$ cat config.mk
export PLATFORM = sky130hd
export DESIGN_NAME = conv_job_sequencer_flat
export DESIGN_NICKNAME = d
export VERILOG_FILES = /design/src/rtl/conv_job_sequencer_if.sv /design/src/rtl/conv_job_sequencer.sv /design/src/flat_wrapper.sv
export SDC_FILE = /design/constraint.sdc
export NUM_CORES = 1
export LEC_CHECK = 0
export ABC_AREA = 1
export CAP_MARGIN = 20
export CORE_MARGIN = 2
export CORE_UTILIZATION = 28
export DETAILED_ROUTE_END_ITERATION = 8
export PLACE_DENSITY = 0.48
export SLEW_MARGIN = 20
export SYNTH_ARGS = -nofsm -noshare
export SYNTH_HDL_FRONTEND = slang
export SYNTH_SLANG_ARGS = --single-unit
$ cat constraint.sdc
create_clock -name clk -period 4.2 [get_ports clk]
set_clock_uncertainty 0.2 [all_clocks]
set_input_delay 1.05 -clock clk [delete_from_list [all_inputs] [get_ports clk]]
set_output_delay 1.05 -clock clk [all_outputs]
set_load 0.02 [all_outputs]
$ cat src/rtl/conv_job_sequencer_if.sv
// Handshake and SRAM-port bundle between conv_job_sequencer and its environment.
// master: the sequencer; slave: host fabric, SRAMs and the accelerator.
interface conv_job_sequencer_if #(
  parameter int ADDR_W = 12,
  parameter int DATA_W = 16
);
  logic              start;
  logic              in_valid;
  logic              in_ready;
  logic [DATA_W-1:0] in_data;
  logic              in_last;
  logic              isram_write_enable;
  logic [ADDR_W-1:0] isram_write_address;
  logic [DATA_W-1:0] isram_write_data;
  logic              dut_run;
  logic              dut_busy;
  logic [ADDR_W-1:0] osram_read_address;
  logic [DATA_W-1:0] osram_read_data;
  logic              out_valid;
  logic              out_ready;
  logic [DATA_W-1:0] out_data;
  logic              out_last;
  logic              done;
  logic              err;
  logic [1:0]        err_code;

  modport master (
    input  start, in_valid, in_data, in_last, dut_busy, osram_read_data, out_ready,
    output in_ready, isram_write_enable, isram_write_address, isram_write_data,
           dut_run, osram_read_address, out_valid, out_data, out_last, done, err, err_code
  );

  modport slave (
    output start, in_valid, in_data, in_last, dut_busy, osram_read_data, out_ready,
    input  in_ready, isram_write_enable, isram_write_address, isram_write_data,
           dut_run, osram_read_address, out_valid, out_data, out_last, done, err, err_code
  );
endinterface

$ cat src/rtl/conv_job_sequencer.sv
// Host-side job sequencer for the binary 3x3 convolution accelerator:
// loads images plus a terminator into the input SRAM, pulses run, waits for
// busy to fall, then streams output SRAM rows back through a 2-entry FIFO.
// Optional run-phase watchdog: define SEQ_TIMEOUT_EN.
module conv_job_sequencer #(
  parameter int ADDR_W         = 12,
  parameter int DATA_W         = 16,
  parameter int TIMEOUT_CYCLES = 65535
) (
  input logic                  clk,
  input logic                  reset,
  conv_job_sequencer_if.master bus
);

  typedef enum logic [2:0] {
    S_IDLE, S_LOAD, S_TERM, S_RUN, S_WAIT, S_DRAIN, S_DONE
  } state_t;

  state_t            r_state, w_next;
  logic [ADDR_W-1:0] r_addr, r_wa, r_out_rows, r_rd, r_pop_cnt;
  logic [4:0]        r_row_cnt;
  logic              r_we, r_run, r_seen_busy, r_inflight, r_err;
  logic [DATA_W-1:0] r_wdata;
  logic [1:0]        r_err_code;
  logic [DATA_W-1:0] r_q [2];
  logic              r_qwp, r_qrp;
  logic [1:0]        r_qcnt;

  logic              w_in_fire, w_is_hdr, w_hdr_ok, w_last_row, w_addr_full;
  logic              w_hdr_err, w_frame_err, w_load_done;
  logic              w_busy_fall, w_timeout, w_out_valid, w_pop, w_issue, w_last_pop;
  logic [4:0]        w_n;
  logic [1:0]        w_occ;
  logic [ADDR_W-1:0] w_last_idx;

  // Decode of the load stream, run handshake and drain FIFO conditions
  always_comb begin
    w_in_fire   = (r_state == S_LOAD) && bus.in_valid;
    w_n         = bus.in_data[4:0];
    w_is_hdr    = (r_row_cnt == 5'd0);
    w_hdr_ok    = (w_n == 5'd10) || (w_n == 5'd12) || (w_n == 5'd16);
    w_last_row  = !w_is_hdr && (r_row_cnt == 5'd1);
    w_addr_full = (r_addr == {{(ADDR_W-1){1'b1}}, 1'b0});
    w_hdr_err   = w_in_fire && w_is_hdr && !w_hdr_ok;
    w_frame_err = w_in_fire && ((w_is_hdr && w_hdr_ok && bus.in_last) ||
                                (w_last_row && !bus.in_last && w_addr_full));
    w_load_done = w_in_fire && w_last_row && bus.in_last;
    w_busy_fall = (r_state == S_WAIT) && r_seen_busy && !bus.dut_busy;
    w_out_valid = (r_state == S_DRAIN) && (r_qcnt != 2'd0);
    w_pop       = w_out_valid && bus.out_ready;
    w_last_idx  = r_out_rows - ADDR_W'(1);
    w_last_pop  = w_pop && (r_pop_cnt == w_last_idx);
    // Occupancy is taken after this cycle's pop so a steady ready stream
    // sustains one row per cycle without exceeding two FIFO slots.
    w_occ       = r_qcnt + {1'b0, r_inflight} - {1'b0, w_pop};
    w_issue     = (r_state == S_DRAIN) && (r_rd != r_out_rows) && (w_occ < 2'd2);
  end

`ifdef SEQ_TIMEOUT_EN
  logic [15:0] r_wd;

  // Watchdog counting cycles spent in S_WAIT, restarted on every entry
  always_ff @(posedge clk) begin
    if (reset || r_state != S_WAIT) r_wd <= '0;
    else                            r_wd <= r_wd + 16'd1;
  end

  assign w_timeout = (r_state == S_WAIT) && !w_busy_fall &&
                     (r_wd == 16'(TIMEOUT_CYCLES - 1));
`else
  assign w_timeout = 1'b0;
`endif

  // State register
  always_ff @(posedge clk) begin
    if (reset) r_state <= S_IDLE;
    else       r_state <= w_next;
  end

  // Next-state logic
  always_comb begin
    w_next = r_state;
    unique case (r_state)
      S_IDLE:  if (bus.start) w_next = S_LOAD;
      S_LOAD:  if (w_hdr_err || w_frame_err) w_next = S_IDLE;
               else if (w_load_done)         w_next = S_TERM;
      S_TERM:  w_next = S_RUN;
      S_RUN:   w_next = S_WAIT;
      S_WAIT:  if (w_busy_fall)    w_next = S_DRAIN;
               else if (w_timeout) w_next = S_IDLE;
      S_DRAIN: if (w_last_pop) w_next = S_DONE;
      S_DONE:  w_next = S_IDLE;
      default: w_next = S_IDLE;
    endcase
  end

  // Output logic
  always_comb begin
    bus.in_ready            = (r_state == S_LOAD);
    bus.done                = (r_state == S_DONE);
    bus.out_valid           = w_out_valid;
    bus.out_data            = w_out_valid ? r_q[r_qrp] : '0;
    bus.out_last            = w_out_valid && (r_pop_cnt == w_last_idx);
    bus.dut_run             = r_run;
    bus.isram_write_enable  = r_we;
    bus.isram_write_address = r_wa;
    bus.isram_write_data    = r_wdata;
    bus.osram_read_address  = r_rd;
    bus.err                 = r_err;
    bus.err_code            = r_err_code;
  end

  // Load path, terminator write, run pulse, busy tracking and error flags
  always_ff @(posedge clk) begin
    if (reset) begin
      r_addr <= '0; r_wa <= '0; r_wdata <= '0; r_we <= 1'b0; r_run <= 1'b0;
      r_out_rows <= '0; r_row_cnt <= '0; r_seen_busy <= 1'b0;
      r_err <= 1'b0; r_err_code <= '0;
    end else begin
      r_we  <= 1'b0;
      r_run <= (r_state == S_RUN);
      case (r_state)
        S_IDLE: if (bus.start) begin
          r_addr <= '0; r_out_rows <= '0; r_row_cnt <= '0;
          r_err <= 1'b0; r_err_code <= '0;
        end
        S_LOAD: if (w_in_fire) begin
          r_we    <= 1'b1;
          r_wa    <= r_addr;
          r_wdata <= bus.in_data;
          r_addr  <= r_addr + ADDR_W'(1);
          if (w_hdr_err) begin
            r_err <= 1'b1; r_err_code <= 2'd1;
          end else if (w_frame_err) begin
            r_err <= 1'b1; r_err_code <= 2'd2;
          end else if (w_is_hdr) begin
            r_row_cnt  <= w_n;
            r_out_rows <= r_out_rows + ADDR_W'(w_n) - ADDR_W'(2);
          end else begin
            r_row_cnt <= r_row_cnt - 5'd1;
          end
        end
        S_TERM: begin
          r_we    <= 1'b1;
          r_wa    <= r_addr;
          r_wdata <= DATA_W'(16'h00FF);
          r_addr  <= r_addr + ADDR_W'(1);
        end
        S_RUN:  r_seen_busy <= 1'b0;
        S_WAIT: begin
          if (bus.dut_busy) r_seen_busy <= 1'b1;
          if (w_timeout) begin
            r_err <= 1'b1; r_err_code <= 2'd3;
          end
        end
        default: ;
      endcase
    end
  end

  // Output-SRAM read issue and 2-entry result FIFO
  always_ff @(posedge clk) begin
    if (reset || w_busy_fall) begin
      r_rd <= '0; r_pop_cnt <= '0; r_inflight <= 1'b0;
      r_qwp <= 1'b0; r_qrp <= 1'b0; r_qcnt <= '0;
    end else if (r_state == S_DRAIN) begin
      r_inflight <= w_issue;
      if (w_issue) r_rd <= r_rd + ADDR_W'(1);
      if (r_inflight) begin
        r_q[r_qwp] <= bus.osram_read_data;
        r_qwp      <= ~r_qwp;
      end
      if (w_pop) begin
        r_qrp     <= ~r_qrp;
        r_pop_cnt <= r_pop_cnt + ADDR_W'(1);
      end
      r_qcnt <= r_qcnt + {1'b0, r_inflight} - {1'b0, w_pop};
    end
  end

endmodule
$ cat src/flat_wrapper.sv
// flat-port wrapper written by rule: the top's interface ports become plain ports
module conv_job_sequencer_flat 
#(
  parameter int ADDR_W         = 12,
  parameter int DATA_W         = 16,
  parameter int TIMEOUT_CYCLES = 65535
)
  (clk, reset, bus_start, bus_in_valid, bus_in_data, bus_in_last, bus_dut_busy, bus_osram_read_data, bus_out_ready, bus_in_ready, bus_isram_write_enable, bus_isram_write_address, bus_isram_write_data, bus_dut_run, bus_osram_read_address, bus_out_valid, bus_out_data, bus_out_last, bus_done, bus_err, bus_err_code);
  conv_job_sequencer_if #(.ADDR_W(ADDR_W), .DATA_W(DATA_W)) bus_i ();
  input logic clk;
  input logic reset;
  input wire logic [$bits(bus_i.start)-1:0] bus_start;
  input wire logic [$bits(bus_i.in_valid)-1:0] bus_in_valid;
  input wire logic [$bits(bus_i.in_data)-1:0] bus_in_data;
  input wire logic [$bits(bus_i.in_last)-1:0] bus_in_last;
  input wire logic [$bits(bus_i.dut_busy)-1:0] bus_dut_busy;
  input wire logic [$bits(bus_i.osram_read_data)-1:0] bus_osram_read_data;
  input wire logic [$bits(bus_i.out_ready)-1:0] bus_out_ready;
  output wire logic [$bits(bus_i.in_ready)-1:0] bus_in_ready;
  output wire logic [$bits(bus_i.isram_write_enable)-1:0] bus_isram_write_enable;
  output wire logic [$bits(bus_i.isram_write_address)-1:0] bus_isram_write_address;
  output wire logic [$bits(bus_i.isram_write_data)-1:0] bus_isram_write_data;
  output wire logic [$bits(bus_i.dut_run)-1:0] bus_dut_run;
  output wire logic [$bits(bus_i.osram_read_address)-1:0] bus_osram_read_address;
  output wire logic [$bits(bus_i.out_valid)-1:0] bus_out_valid;
  output wire logic [$bits(bus_i.out_data)-1:0] bus_out_data;
  output wire logic [$bits(bus_i.out_last)-1:0] bus_out_last;
  output wire logic [$bits(bus_i.done)-1:0] bus_done;
  output wire logic [$bits(bus_i.err)-1:0] bus_err;
  output wire logic [$bits(bus_i.err_code)-1:0] bus_err_code;
  assign bus_i.start = bus_start;
  assign bus_i.in_valid = bus_in_valid;
  assign bus_i.in_data = bus_in_data;
  assign bus_i.in_last = bus_in_last;
  assign bus_i.dut_busy = bus_dut_busy;
  assign bus_i.osram_read_data = bus_osram_read_data;
  assign bus_i.out_ready = bus_out_ready;
  assign bus_in_ready = bus_i.in_ready;
  assign bus_isram_write_enable = bus_i.isram_write_enable;
  assign bus_isram_write_address = bus_i.isram_write_address;
  assign bus_isram_write_data = bus_i.isram_write_data;
  assign bus_dut_run = bus_i.dut_run;
  assign bus_osram_read_address = bus_i.osram_read_address;
  assign bus_out_valid = bus_i.out_valid;
  assign bus_out_data = bus_i.out_data;
  assign bus_out_last = bus_i.out_last;
  assign bus_done = bus_i.done;
  assign bus_err = bus_i.err;
  assign bus_err_code = bus_i.err_code;
  conv_job_sequencer #(.ADDR_W(ADDR_W), .DATA_W(DATA_W), .TIMEOUT_CYCLES(TIMEOUT_CYCLES)) u_core (.clk(clk), .reset(reset), .bus(bus_i));
endmodule
==> results of run 1 <==
[metal layers]
layer	global-route usage	routed length, um	vias up	share of wire
met4	0.0414	269	2	0.014
met2	0.237	8320	139	0.44
li1	-	-	3227	-
met1	0.199	9210	2819	0.48
met3	0.0467	1200	24	0.063
met5	0	13	-	0.00068
[worst reg2reg max path: stages (launching register included)]
cell and delay (ns):
dfxtp_1 0.52, nand3_2 0.26, nor2_4 0.20, nand2_4 0.13, inv_1 0.17, ha_1 0.15
inv_1 0.04, ha_1 0.16, inv_1 0.07, o21ai_0 0.08, a21oi_1 0.18, nand2_1 0.09
inv_1 0.29, nand2_1 0.09, a21oi_1 0.14
[state kept, by name, indices dropped and copies added (netlist names), named ones only]
register / count
u_core.r_seen_busy: 1
u_core.r_addr: 12
u_core.bus.osram_read_address: 12
u_core.r_row_cnt: 5
u_core.bus.isram_write_enable: 1
u_core.r_qrp: 1
u_core.r_q: 32
u_core.bus.isram_write_data: 16
u_core.bus.isram_write_address: 12
u_core.r_qcnt: 2
u_core.r_out_rows: 12
u_core.r_inflight: 1
u_core.bus.dut_run: 1
u_core.bus.err: 1
u_core.r_qwp: 1
u_core.r_pop_cnt: 12
u_core.bus.err_code: 2
u_core.r_state: 3
[what timing repair did]
item	in CTS	in global routing
hold buffers	0	0
gates resized for setup	1	0
endpoints found under the setup margin	1	0
[area by class of cell]
type / instances / share of cell area
clock buffers: 17 / 0.0474
clock inverters: 15 / 0.0184
inverters: 111 / 0.0464
multi-input cells: 644 / 0.394
flip-flops and latches: 128 / 0.321
well taps: 324 / 0.0451
repair buffers: 119 / 0.128
[per-stage QoR]
stage               total power [mW]  cell area [um2]
floorplan                       2.29             6950
global route                    4.41             8980
global placement                2.66             8390
finish                          4.12             8980
CTS                             4.18             8980
detailed placement              2.65             8390
[cell usage in the layout, fill, tap and decap left out, drive strengths merged]
cell type,count
ha,35
xor2,32
clkbuf,17
o31ai,1
o21ai,45
o21a,3
o221a,3
xnor2,8
xnor3,1
nand2,199
clkinvlp,2
nand3b,2
a211oi,8
dfxtp,96
bufinv,1
nor4,6
a31oi,1
clkdlybuf4s50,102
o221ai,2
buf,16
or2,7
nand4,16
edfxtp,32
fa,1
a21oi,97
o21bai,4
clkinv,5
nor3,16
nor2,96
nor3b,1
dlygate4sd2,1
a221oi,2
inv,118
nand3,53
o22ai,2
a21boi,2
or4,1
[power breakdown]
group	switching, mW	internal [mW]	total (mW)	leakage [nW]
clock	0.653	0.847	1.50	0.287
sequential	0.0629	1.34	1.40	1.07
combinational	0.753	0.465	1.22	2.24
[cell families (layout without fill, tap and decap cells)]
family                     count (synthesis)  after routing  synth area share
and+or+nand+nor                          397            397             0.252
DFF                                      128            128             0.415
buffers and inverters                    139            262            0.0779
xor gates and xnor gates                  41             41            0.0536
adders and majority gates                 36             36            0.0659
AOI/OAI and AO/OA                        170            170             0.136
[path summary, 6_finish.rpt]
check	end	slack, ns	cells past startpoint
worst min-delay path	u_core.r_seen_busy	0.26	2
worst min register to register	u_core.r_seen_busy	0.26	2
worst max-delay path	bus_out_last	0.28	11
worst max register to register	u_core.bus.osram_read_address[0]	1.36	14
==> flow_summary.ini, run 1 <==
[worst_setup_path]
cp_slowest_stage_delay_ns = 0.45
arrival_ns = 2.67
start_kind = flip-flop
cp_slowest_cell = dfxtp_1
critPathCaptureType = output pin
crit_family = simple AND/OR/NAND/NOR gates
worstPathRequired_ns = 2.95
path_cells = inv_1 > ha_1 > xnor2_1 > a21oi_1 > o221ai_1 > nor2_1 > nand3_1 > nor2_1 > nand4_1 > nor2_1 > dlygate4sd2_1
r2r-start = u_core.r_state[0]
critical_path.startpoint = u_core.r_out_rows[0]
path_max_fanout = 6
cp_num_buf_inv = 2
cpMostUsedCell = nor2_1
path_class = flip-flop to output pin

[synthesis]
synth_seq_cells = 128
async_flop_share = 0
synth.distinct_cells = 48
yosys_warnings = 0
syn_avg_cell_area_um2 = 7.63
yosysSeqAreaShare = 0.415
syn_inst = 911
synth_edf_count = 32
synth_top_cells_by_count = 195 x nand2_1, 105 x inv_1, 96 x dfxtp_1
yosys-top-cells-area = dfxtp_1 28%, edfxtp_1 14%, nand2_1 11%, a21oi_1 6.8%, ha_1 6.3%
yosys.area.top_type = dfxtp_1
syn_area_mm2 = 0.00695
ys.flop_type = dfxtp_1
synth_most_common_cell = nand2_1
syn-num-nets = 986
synthDominantCellAreaShare = 0.276

[sta]
fin_setup_tns_ns = 0
slew_violations = 0
layout_setup_ws_ns = 0.276
worst-slew-pin-transition_ns = 0.905
min_period_ns = 3.92
slew_headroom = 0.396
clock.fmax_mhz = 255
holdWs_ns = 0.264
rsz0062_at_grt = no
hold_viol = 0
setup_viol = 0
fin_crit_sh = 0.934

[global_routing]
grt_first_pass_wirelength_um = 31400
grt_pass1_vias = 6104
grt_overflow = 0
antenna_found_initial = 1
grt_max_degree = 33
grt_usage = 0.150

[layout]
nNetsFinal = 1096
fillers = 2552
drive_gt1_frac = 0.0745
n_antenna_cell = 0
syn2layout_area_growth_pct = 29.1
seq_area_mm2 = 0.00288
multi_input_area_mm2 = 0.00354
layoutNonFillerInstCount = 1358
utilization = 0.369

[route]
drc = 0
drt_iter0_markers = 334
vias = 6211
dr.pass1.iters = 4
drtAntennaViolNets = 0
wirelength_um = 19000
wire_per_inst_um = 14.0
post_drt_via_cell_ratio = 4.57

[min_path]
min_from = u_core.r_seen_busy
hold_class = flip-flop to flip-flop

[power_and_ir_drop]
p_per_area_mw_per_mm2 = 459
power.leakage_nw = 3.60
ir_worst_vdd_mv = 0.249

[cts]
cts_tree = built
htreeDepth = 4
post_cts_buffers = 0
clk_latency_ns = 0.42
cts_sinks = 128
clock_path_buffers = 2
path_clk_slew_ns = 0.06
cts-root-buf = clkbuf_16
numCtsBuffers = 17

[status]
status = complete, no violations

[die]
core_area_mm2 = 0.0243
dieWidth_um = 162
ios = 104
rows = 57
start_util = 0.286
die-area_mm2 = 0.0261
dieHeight_um = 162

[place]
io_buffers = 103
dpl.hpwl_um = 14100
gp_congestion = 0.840
dp_cells = 1326
pre_cts_ws_ns = 0.469

[flow_run]
cap_violations = 0
(Power assumes the default switching activity.)
==> run 2: changes to the inputs <==
==> constraint.sdc (replaced) <==
create_clock -name clk -period 4.2 [get_ports clk]
set_clock_uncertainty 0.2 [all_clocks]
set_input_delay 1.05 -clock clk [delete_from_list [all_inputs] [get_ports clk]]
set_output_delay 1.05 -clock clk [all_outputs]
set_load 0.005 [all_outputs]
==> flow_summary.ini, run 2 (synthesized netlist as in run 1, its figures left out) <==
[status]
status = complete, no violations

[sta]
clock.fmax_mhz = 256
slew_headroom = 0.407
setup_viol = 0
layout_setup_ws_ns = 0.293
fin_setup_tns_ns = 0
hold_viol = 0
slew_violations = 0
rsz0062_at_grt = no
fin_crit_sh = 0.930
worst-slew-pin-transition_ns = 0.888
min_period_ns = 3.91

[die]
ios = 104
core_area_mm2 = 0.0243
dieWidth_um = 162
die-area_mm2 = 0.0261
rows = 57
dieHeight_um = 162
start_util = 0.286

[layout]
multi_input_area_mm2 = 0.00354
final_cell_mix = 195 x nand2_1, 105 x inv_1, 103 x clkdlybuf4s50_1
drive_gt1_frac = 0.0737
syn2layout_area_growth_pct = 28.7
n_antenna_cell = 0
nNetsFinal = 1093
final_common_cell = nand2_1
regMostFlops = u_core.r_q
fillers = 2593
seq_area_mm2 = 0.00289
largest_reg_flops = 32

[worst_setup_path]
cpMostUsedCell = nor2_1
path_max_fanout = 6
arrival_ns = 2.66
critPathCaptureType = output pin
path_class = flip-flop to output pin
start_kind = flip-flop
path_cells = inv_1 > ha_1 > xnor2_1 > a21oi_1 > o221ai_1 > nor2_1 > nand3_1 > nor2_1 > nand4_1 > nor2_1 > clkdlybuf4s50_1
rrSetupSlack_ns = 1.40
cp_slowest_cell = clkdlybuf4s50_1
worstPathRequired_ns = 2.95
cp_slowest_stage_delay_ns = 0.52

[cts]
clk_latency_ns = 0.42
cts_sinks = 128
path_clk_slew_ns = 0.06
htreeDepth = 4
cts-root-buf = clkbuf_16
cts_hold_buf = 0
post_cts_buffers = 0
numCtsBuffers = 17
clock_path_buffers = 2
cts_tree = built

[route]
wirelength_um = 19000
dr.pass1.iters = 4
wire_per_inst_um = 14.0
drc = 0
vias = 6183
post_drt_via_cell_ratio = 4.56
drtAntennaViolNets = 0
drt_iter0_markers = 320

[place]
io_buffers = 103
pre_cts_ws_ns = 0.552
dpl.hpwl_um = 14200
gp_congestion = 0.830

[flow_run]
cap_violations = 0

[global_routing]
grt_overflow = 0
grt_first_pass_wirelength_um = 30900
grt_max_degree = 33
grt_pass1_vias = 5978
antenna_found_initial = 1
grt_usage = 0.149

[power_and_ir_drop]
ir_worst_vdd_mv = 0.238
power.leakage_nw = 3.57
p_per_area_mw_per_mm2 = 450

[min_path]
hold_class = flip-flop to flip-flop
==> run 2: cell types whose count changed in the layout (fill, tap and decap cells not counted), moves of 2 or more <==
cell / change
clkinvlp_2: +2
dfxtp_1: -2
buf_4: -3
inv_8: -3
==> run 2: path summary, 6_finish.rpt <==
check                                     startpoint                                end  depth (start not counted)
worst max-delay path            u_core.r_out_rows[0]                       bus_out_last                         11
worst min-delay path              u_core.r_seen_busy                 u_core.r_seen_busy                          2
worst max register to register     u_core.r_state[0]  u_core.bus.osram_read_address[10]                         12
worst min register to register    u_core.r_seen_busy                 u_core.r_seen_busy                          2
==> run 2: repair_timing <==
action                     4_1_cts  5_1_grt
resized for setup                0        3
hold endpoints to repair         0        0
setup endpoints to repair        0        1
==> run 2: worst max-delay path, delay by kind of cell (launching register included) <==
kind | cells | cell delay [ns]
XOR/XNOR | 1 | 0.12
AND/OR/NAND/NOR | 5 | 0.53
buffers and inverters | 2 | 0.60
flip-flops | 1 | 0.38
adder cells (fa/ha/maj) | 1 | 0.31
AO/OA/AOI/OAI | 2 | 0.31
==> run 2: area by class of cell <==
class                      instances  area share
inverter                         111      0.0465
clock inverter                    15      0.0169
sequential                       128       0.323
tap                              324      0.0453
timing repair buffer             116       0.126
multi-input combinational        644       0.395
clock buffer                      17      0.0475
==> run 2: layer usage <==
layer,part of all wire,up-vias,track usage
met5,0.00068,-,0
met4,0.011,2,0.0442
met1,0.50,2811,0.199
met2,0.44,134,0.235
li1,-,3218,-
met3,0.053,18,0.0408
==> run 2: where the power goes <==
| part | switching (mW) | total (mW) | internal (mW) |
|---|---|---|---|
| Combinational | 0.706 | 1.17 | 0.462 |
| Sequential | 0.0647 | 1.40 | 1.34 |
| Clock | 0.624 | 1.46 | 0.835 |
| Total | 1.39 | 4.03 | 2.64 |
==> run 2: through the flow <==
step           instances  area [um2]  hold WS, ns  utilization  total power [mW]
6_report            1355        8950        0.270        0.368              4.03
2_1_floorplan        911        6950        0.238            -              2.23
3_3_place_gp        1323        8370        0.253        0.344              2.61
5_1_grt             1355        8950        0.299        0.368              4.32
4_1_cts             1355        8950        0.272        0.368              4.08
3_5_place_dp        1323        8370        0.263        0.344              2.60
==> run 3: changes to the inputs <==
--- a/config.mk
+++ b/config.mk
@@ -8,9 +8,9 @@
 export ABC_AREA = 1
 export CAP_MARGIN = 20
 export CORE_MARGIN = 2
-export CORE_UTILIZATION = 28
+export CORE_UTILIZATION = 35
 export DETAILED_ROUTE_END_ITERATION = 8
-export PLACE_DENSITY = 0.48
+export PLACE_DENSITY = 0.57
 export SLEW_MARGIN = 20
 export SYNTH_ARGS = -nofsm -noshare
 export SYNTH_HDL_FRONTEND = slang
==> flow_summary.ini, run 3 (synthesized netlist as in run 1, its figures left out) <==
[status]
status = complete, no violations

[place]
dpl.hpwl_um = 13300
pre_cts_ws_ns = 0.547
gp_congestion = 0.847
io_buffers = 103

[route]
wire_per_inst_um = 13.7
vias = 6215
post_drt_via_cell_ratio = 4.79
wirelength_um = 17800
dr.pass1.iters = 5
drt_iter0_markers = 282
drc = 0
drtAntennaViolNets = 0

[sta]
layout_setup_ws_ns = 0.232
fin_crit_sh = 0.945
worst-slew-pin-transition_ns = 0.874
fin_setup_tns_ns = 0
slew_headroom = 0.417
clock.fmax_mhz = 252
min_period_ns = 3.97
holdWs_ns = 0.269
slew_violations = 0
rsz0062_at_grt = no
setup_viol = 0
hold_viol = 0

[global_routing]
antenna_found_initial = 1
grt_usage = 0.171
grt_pass1_vias = 5903
grt_overflow = 0
grt_first_pass_wirelength_um = 29700
grt_max_degree = 33

[layout]
syn2layout_area_growth_pct = 27.6
final_common_cell = nand2_1
final_cell_mix = 195 x nand2_1, 105 x inv_1, 103 x clkdlybuf4s50_1
largest_reg_flops = 32
multi_input_area_mm2 = 0.00354
regMostFlops = u_core.r_q
drive_gt1_frac = 0.0737
nNetsFinal = 1093
fillers = 1960
seq_area_mm2 = 0.00288

[worst_setup_path]
path_max_fanout = 4
worstPathRequired_ns = 2.95
crit_family = buffers and inverters
start_kind = flip-flop
cp_slowest_cell = clkdlybuf4s50_1
path_cells = inv_1 > ha_1 > xnor2_1 > a21oi_2 > o221ai_1 > nor2_1 > nand3_1 > nor2_1 > nand4_1 > nor2_1 > clkdlybuf4s50_1
cp_slowest_stage_delay_ns = 0.52
cpMostUsedCell = nor2_1
arrival_ns = 2.72
critPathCaptureType = output pin
rrSetupSlack_ns = 1.50
cp_num_buf_inv = 2
path_class = flip-flop to output pin

[power_and_ir_drop]
ir_worst_vdd_mv = 0.291
p_int_mw = 2.63
p_clk_frac = 0.359
pwr-share-seq = 0.350
fin_total_pwr_mw = 3.99
sw_frac_of_total = 0.341
power.leakage_nw = 3.56
p_per_area_mw_per_mm2 = 450
p_comb_frac = 0.291
p_switching_mw = 1.36

[cts]
post_cts_buffers = 0
cts_tree = built
clock_path_buffers = 2
path_clk_slew_ns = 0.06
numCtsBuffers = 17
cts-root-buf = clkbuf_16
clk_latency_ns = 0.41
htreeDepth = 4
cts_sinks = 128

[die]
die-area_mm2 = 0.0210
rows = 51
core_area_mm2 = 0.0195
ios = 104
dieWidth_um = 145
dieHeight_um = 145
start_util = 0.357

[flow_run]
cap_violations = 0

[min_path]
hold_class = flip-flop to flip-flop
-- run 3: routing by layer --
metal	GRT usage	wire length, um	vias to the layer above
met5	0	0	-
met4	0.0381	216	0
met3	0.0538	1170	18
met2	0.277	7960	149
met1	0.225	8440	2827
li1	-	-	3221
-- run 3: power by group through the flow --
| stage | clock network, mW | logic, mW | registers (mW) |
|---|---|---|---|
| detailed placement | 0 | 1.16 | 1.42 |
| CTS | 1.47 | 1.17 | 1.40 |
| finish | 1.43 | 1.16 | 1.40 |
| global route | 1.53 | 1.33 | 1.41 |
| floorplan | 0 | 0.818 | 1.42 |
| global placement | 0 | 1.16 | 1.42 |
-- run 3: what timing repair did --
action	4_1_cts	5_1_grt
endpoints found under the setup margin	0	1
hold buffers	0	0
resized for setup	0	2
-- run 3: path summary, 6_finish.rpt --
path | start | to | cells after the start
setup / recovery | u_core.r_out_rows[1] | bus_out_last | 11
hold reg to reg | u_core.r_seen_busy | u_core.r_seen_busy | 2
setup reg to reg | u_core.r_state[0] | u_core.bus.osram_read_address[1] | 14
hold / removal | u_core.r_seen_busy | u_core.r_seen_busy | 2
-- run 3: final cells by class --
type,count,share of cell area
Antenna cell,1,0.000282
Clock buffer,17,0.0479
Clock inverter,15,0.0166
Inverter,111,0.0469
Multi-Input combinational cell,644,0.399
Sequential cell,128,0.325
Tap cell,265,0.0374
Timing Repair Buffer,116,0.127
-- run 3: stage by stage --
stage | instances | utilization | instance area [um2]
5_1_grt | 1296 | 0.456 | 8870
3_3_place_gp | 1264 | 0.426 | 8300
2_1_floorplan | 911 | - | 6950
3_5_place_dp | 1264 | 0.426 | 8300
4_1_cts | 1296 | 0.456 | 8870
6_report | 1297 | 0.456 | 8880
-- run 3: worst min-delay path: cells and delay by family (launching register included) --
| family | cells | cell delay (ns) |
|---|---|---|
| compound gates | 1 | 0.06 |
| simple gates | 1 | 0.06 |
| flops | 1 | 0.31 |
==> variant 1: new RTL, config.mk and constraints of run 1 <==
Build with the macro `SEQ_TIMEOUT_EN` defined.
--- a/src/rtl/conv_job_sequencer.sv
+++ b/src/rtl/conv_job_sequencer.sv
@@ -4,2 +4,4 @@
 // Optional run-phase watchdog: define SEQ_TIMEOUT_EN.
+`define SEQ_TIMEOUT_EN
+
 module conv_job_sequencer #(
Formal check against the unedited RTL: no difference found for any inputs over 10 cycles, from zero or initial values and one cycle with reset high; that may be too few to reach the edited logic, so the function may still have changed.
==> variant 1 against run 1 <==
- final cell count increased by 10%
- worst setup slack got worse by 0.044 ns
- clock power increased by 5%
- design area grew 8.8%
- wire length up 8.4%
- total power increased by 34%
- synthesized cell count is 13% higher
- first-iteration DRC count grew 33%
- sequential cell count is 16 higher
- synthesized area up 11%
==> variant 1: results (changes against run 1) <==
Outcome = finished clean (unchanged)
Via count = 6,772 (was 6,211)
Sw Ratio = 0.408 (was 0.356)
Seq. pwr = 1.72 mW (was 1.40 mW)
Iteration-0 DRC count of the detailed router = 444 (was 334)
DRT Wirelength = 20.6 mm (was 19.0 mm)
Largest net degree at the start of global routing = 29 (was 33)
Final net count = 1,217 (was 1,096)
Initial antenna violation count = 0 (was 1)
Actual slew at the worst max-slew pin = 0.627 ns (was 0.905 ns)
Instance area after placement = 9160 um2 (was 8390 um2)
Maximum fanout count along the critical path = 5 (was 6)
Adder-Cell Fraction of Synth Area = 0.0626 (was 0.0659)
Vias in the first global route = 6,610 (was 6,104)
Ranking of synthesized cells by instance count = 226 x sky130_fd_sc_hd__nand2_1, 133 x sky130_fd_sc_hd__inv_1, 112 x sky130_fd_sc_hd__dfxtp_1, 98 x sky130_fd_sc_hd__a21oi_1, 93 x sky130_fd_sc_hd__nor2_1 (was 195 x sky130_fd_sc_hd__nand2_1, 105 x sky130_fd_sc_hd__inv_1, 96 x sky130_fd_sc_hd__dfxtp_1, 95 x sky130_fd_sc_hd__a21oi_1, 93 x sky130_fd_sc_hd__nor2_1)
Worst VDD drop = 0.231 mV (was 0.249 mV)
Proportion of synthesized chip area in sequential cells = 0.415 (about the same)
Static leakage power = 3.95 nW (was 3.60 nW)
GPL Wtd Cong = 0.847 (was 0.840)
Compound-cell area share of the yosys netlist = 0.125 (was 0.136)
Cell types with the largest area share after synthesis = sky130_fd_sc_hd__dfxtp_1 29%, sky130_fd_sc_hd__edfxtp_1 12%, sky130_fd_sc_hd__nand2_1 11% (was sky130_fd_sc_hd__dfxtp_1 28%, sky130_fd_sc_hd__edfxtp_1 14%, sky130_fd_sc_hd__nand2_1 11%)
Post-synthesis share of cell area spent on xor and xnor gates = 0.0625 (was 0.0536)
Fraction of layout instances using a drive strength above 1 = 0.0642 (was 0.0745)
Overall routing resource usage = 0.147 (was 0.150)
Number of nets in the synthesized netlist = 1,106 (was 986)
Power share of the clock group = 0.284 (was 0.364)
==> variant 1: changes by cell type in the layout (fill, tap and decap cells not counted), sizes merged, moves of 8 or more <==
cell          run 1  this run
nand2           199       232
inv             118       146
o21ai            45        60
nand3            53        65
nor3             16        24
xor2             32        42
dfxtp            96       112
==> variant 1: cell type report <==
type                       instances  area [um2]
fill                            2884       17300
tap                              341         427
sequential                       144        3200
clock buffer                      17         425
multi-input combinational        720        3870
inverter                         140         527
timing repair buffer             117        1130
clock inverter                    15         188
==> variant 1: through the flow <==
stage	std cells	setup slack, ns	util	power [mW]
6_report	1494	0.232	0.362	5.52
5_1_grt	1494	0.00945	0.362	5.95
4_1_cts	1494	0.183	0.362	5.59
3_5_place_dp	1462	0.309	0.339	3.99
3_3_place_gp	1462	0.323	0.339	4.00
2_1_floorplan	1029	0.364	-	3.32
==> variant 1: metal layers <==
| layer | part of all wire | vias up | track usage |
|---|---|---|---|
| li1 | - | 3576 | - |
| met1 | 0.50 | 3101 | 0.198 |
| met2 | 0.47 | 93 | 0.244 |
| met3 | 0.027 | 2 | 0.0256 |
| met4 | 0.0029 | 0 | 0.0331 |
| met5 | 0 | - | 0 |
==> variant 1: worst paths after layout <==
check	to	slack, ns	start	cells after the start
worst max-delay path	bus_out_last	0.23	u_core.r_out_rows[0]$_SDFFE_PP0P_	11
worst max register to register	u_core.bus.isram_write_address[4]$_SDFFE_PP0P_	1.29	u_core.r_state[0]$_SDFFE_PP0P_	10
worst min register to register	u_core.bus.isram_write_data[15]$_SDFFE_PP0P_	0.26	u_core.bus.isram_write_data[15]$_SDFFE_PP0P_	2
worst min-delay path	u_core.bus.isram_write_data[15]$_SDFFE_PP0P_	0.26	u_core.bus.isram_write_data[15]$_SDFFE_PP0P_	2
==> variant 2: new RTL, config.mk and constraints of run 1 <==
Without the edit above. Encoding of `state_t`: now one-hot (7 bits for 7 states).
--- a/src/rtl/conv_job_sequencer.sv
+++ b/src/rtl/conv_job_sequencer.sv
@@ -14,4 +14,4 @@
 
-  typedef enum logic [2:0] {
-    S_IDLE, S_LOAD, S_TERM, S_RUN, S_WAIT, S_DRAIN, S_DONE
+  typedef enum logic [6:0] {
+    S_IDLE = 7'b0000001, S_LOAD = 7'b0000010, S_TERM = 7'b0000100, S_RUN = 7'b0001000, S_WAIT = 7'b0010000, S_DRAIN = 7'b0100000, S_DONE = 7'b1000000
   } state_t;
Function: no difference found for any inputs over 4 cycles, from zero or initial values and one cycle with reset high; so few cycles prove little.
==> variant 2 against run 1 <==
- critical path depth increased by 1
- worst setup slack got worse by 0.057 ns
- die area increased by 1.5%
- design area increased by 1.8%
- total power increased by 7.6%
- first-iteration DRC count decreased by 19%
- worst hold slack got worse by 0.0036 ns
- wire length increased by 1.2%
- sequential cell count increased by 4
- synthesized area increased by 1.6%
- core utilization decreased by 0.32 points
- critical endpoint unchanged
- largest power group unchanged
- highest routed layer is now met4
==> variant 2: results (changes against run 1) <==
Outcome = finished clean (unchanged)
Initial antenna violation count = 0 (was 1)
Worst setup slack after placement = 0.333 ns (was 0.469 ns)
Maximum fanout count along the critical path = 5 (was 6)
Clock Latency Late Sink = 0.42 ns (about the same)
Proportion of synthesized chip area in sequential cells = 0.419 (was 0.415)
Number of buffers created by CTS = 17 (unchanged)
GPL Wtd Cong = 0.833 (was 0.840)
Number of nets in the synthesized netlist = 997 (was 986)
DRT Wirelength = 19.2 mm (was 19.0 mm)
Largest net degree at the start of global routing = 35 (was 33)
Iteration-0 DRC count of the detailed router = 270 (was 334)
Clock-pin slew on the worst setup and hold paths = 0.06 ns (about the same)
First-pass GRT wire length = 30.9 mm (was 31.4 mm)
Detailed placement HPWL = 14.6 mm (was 14.1 mm)
Count of unique library cells instantiated by Yosys = 47 (was 48)
Data arrival time at the worst-slack endpoint = 2.73 ns (was 2.67 ns)
Static leakage power = 3.55 nW (was 3.60 nW)
Via count = 6,262 (was 6,211)
Fraction of layout instances using a drive strength above 1 = 0.0894 (was 0.0745)
Placed Cells = 1,349 (was 1,326)
Overall routing resource usage = 0.148 (was 0.150)
Worst max-slew margin expressed relative to the limit = 0.504 (was 0.396)
Routed WL per cell = 13.9 um (was 14.0 um)
Final net count = 1,113 (was 1,096)
Cell types with the largest area share after synthesis = sky130_fd_sc_hd__dfxtp_1 28%, sky130_fd_sc_hd__edfxtp_1 14%, sky130_fd_sc_hd__nand2_1 11% (unchanged)
Worst VDD drop = 0.246 mV (was 0.249 mV)
Top reg by flops = u_core.r_q (unchanged)
Ranking of synthesized cells by instance count = 205 x sky130_fd_sc_hd__nand2_1, 110 x sky130_fd_sc_hd__inv_1, 101 x sky130_fd_sc_hd__a21oi_1, 100 x sky130_fd_sc_hd__dfxtp_1, 76 x sky130_fd_sc_hd__nor2_1 (was 195 x sky130_fd_sc_hd__nand2_1, 105 x sky130_fd_sc_hd__inv_1, 96 x sky130_fd_sc_hd__dfxtp_1, 95 x sky130_fd_sc_hd__a21oi_1, 93 x sky130_fd_sc_hd__nor2_1)
Sw Ratio = 0.362 (was 0.356)
Synthesized area divided by synthesized cell count = 7.66 um2 (was 7.63 um2)
Vias in the first global route = 6,022 (was 6,104)
variant 2: kinds of logic after synthesis:
group,Yosys count,share of synthesized area
and+or+nand+nor,415,0.271
AOI/OAI and AO/OA,168,0.131
buffers and inverters,144,0.0795
DFF,132,0.419
adders and majority gates,36,0.0648
xor gates and xnor gates,27,0.0335
variant 2: final timing paths:
check / slack (ns) / to / from / depth (start not counted)
worst min register to register: 0.26 / u_core.bus.isram_write_data[14]$_SDFFE_PP0P_ / u_core.bus.isram_write_data[14]$_SDFFE_PP0P_ / 2
worst max register to register: 1.19 / u_core.bus.osram_read_address[11]$_SDFFE_PP0P_ / u_core.r_state[0]$_SDFFE_PP1P_ / 16
worst min-delay path: 0.26 / u_core.bus.isram_write_data[14]$_SDFFE_PP0P_ / u_core.bus.isram_write_data[14]$_SDFFE_PP0P_ / 2
worst max-delay path: 0.22 / bus_out_last / u_core.r_out_rows[1]$_SDFFE_PP0P_ / 12
variant 2: layer usage:
| layer | vias to the layer above | global-route usage | routed length, um |
|---|---|---|---|
| li1 | 3291 | - | - |
| met1 | 2833 | 0.199 | 9370 |
| met2 | 122 | 0.241 | 8810 |
| met3 | 16 | 0.0321 | 869 |
| met4 | 0 | 0.0382 | 197 |
| met5 | - | 0 | 0 |
variant 2: cell type report:
cell class,count,area [um2]
Fill cell,2633,15800
Inverter,123,462
Clock inverter,15,188
Clock buffer,17,425
Sequential cell,132,2960
Timing Repair Buffer,118,1140
Multi-Input combinational cell,646,3540
Tap cell,330,413
variant 2: power groups by stage:
stage / logic [mW] / clock network [mW] / registers (mW)
finish: 1.44 / 1.54 / 1.46
global route: 1.64 / 1.63 / 1.47
CTS: 1.45 / 1.57 / 1.45
detailed placement: 1.45 / 0 / 1.48
global placement: 1.46 / 0 / 1.48
floorplan: 1.04 / 0 / 1.50
variant 2: worst max-delay path, stage by stage (launching register included):
cell and delay [ns]:
sky130_fd_sc_hd__dfxtp_1 0.44, sky130_fd_sc_hd__inv_1 0.18, sky130_fd_sc_hd__ha_1 0.28, sky130_fd_sc_hd__nand2_1 0.11, sky130_fd_sc_hd__nand2_1 0.06, sky130_fd_sc_hd__nand2_1 0.05, sky130_fd_sc_hd__nand3_1 0.09, sky130_fd_sc_hd__nor2_1 0.11
sky130_fd_sc_hd__nand3_1 0.08, sky130_fd_sc_hd__nor2_1 0.20, sky130_fd_sc_hd__nand4_1 0.11, sky130_fd_sc_hd__nor3_1 0.23, sky130_fd_sc_hd__dlygate4sd2_1 0.38
variant 2: metrics by stage:
step	utilization	instance area (um2)	hold slack, ns
final	0.366	9140	0.261
after floorplan	-	7060	0.244
after global routing	0.366	9140	0.286
after detailed placement	0.342	8530	0.255
after global placement	0.342	8530	0.250
after CTS	0.366	9140	0.265
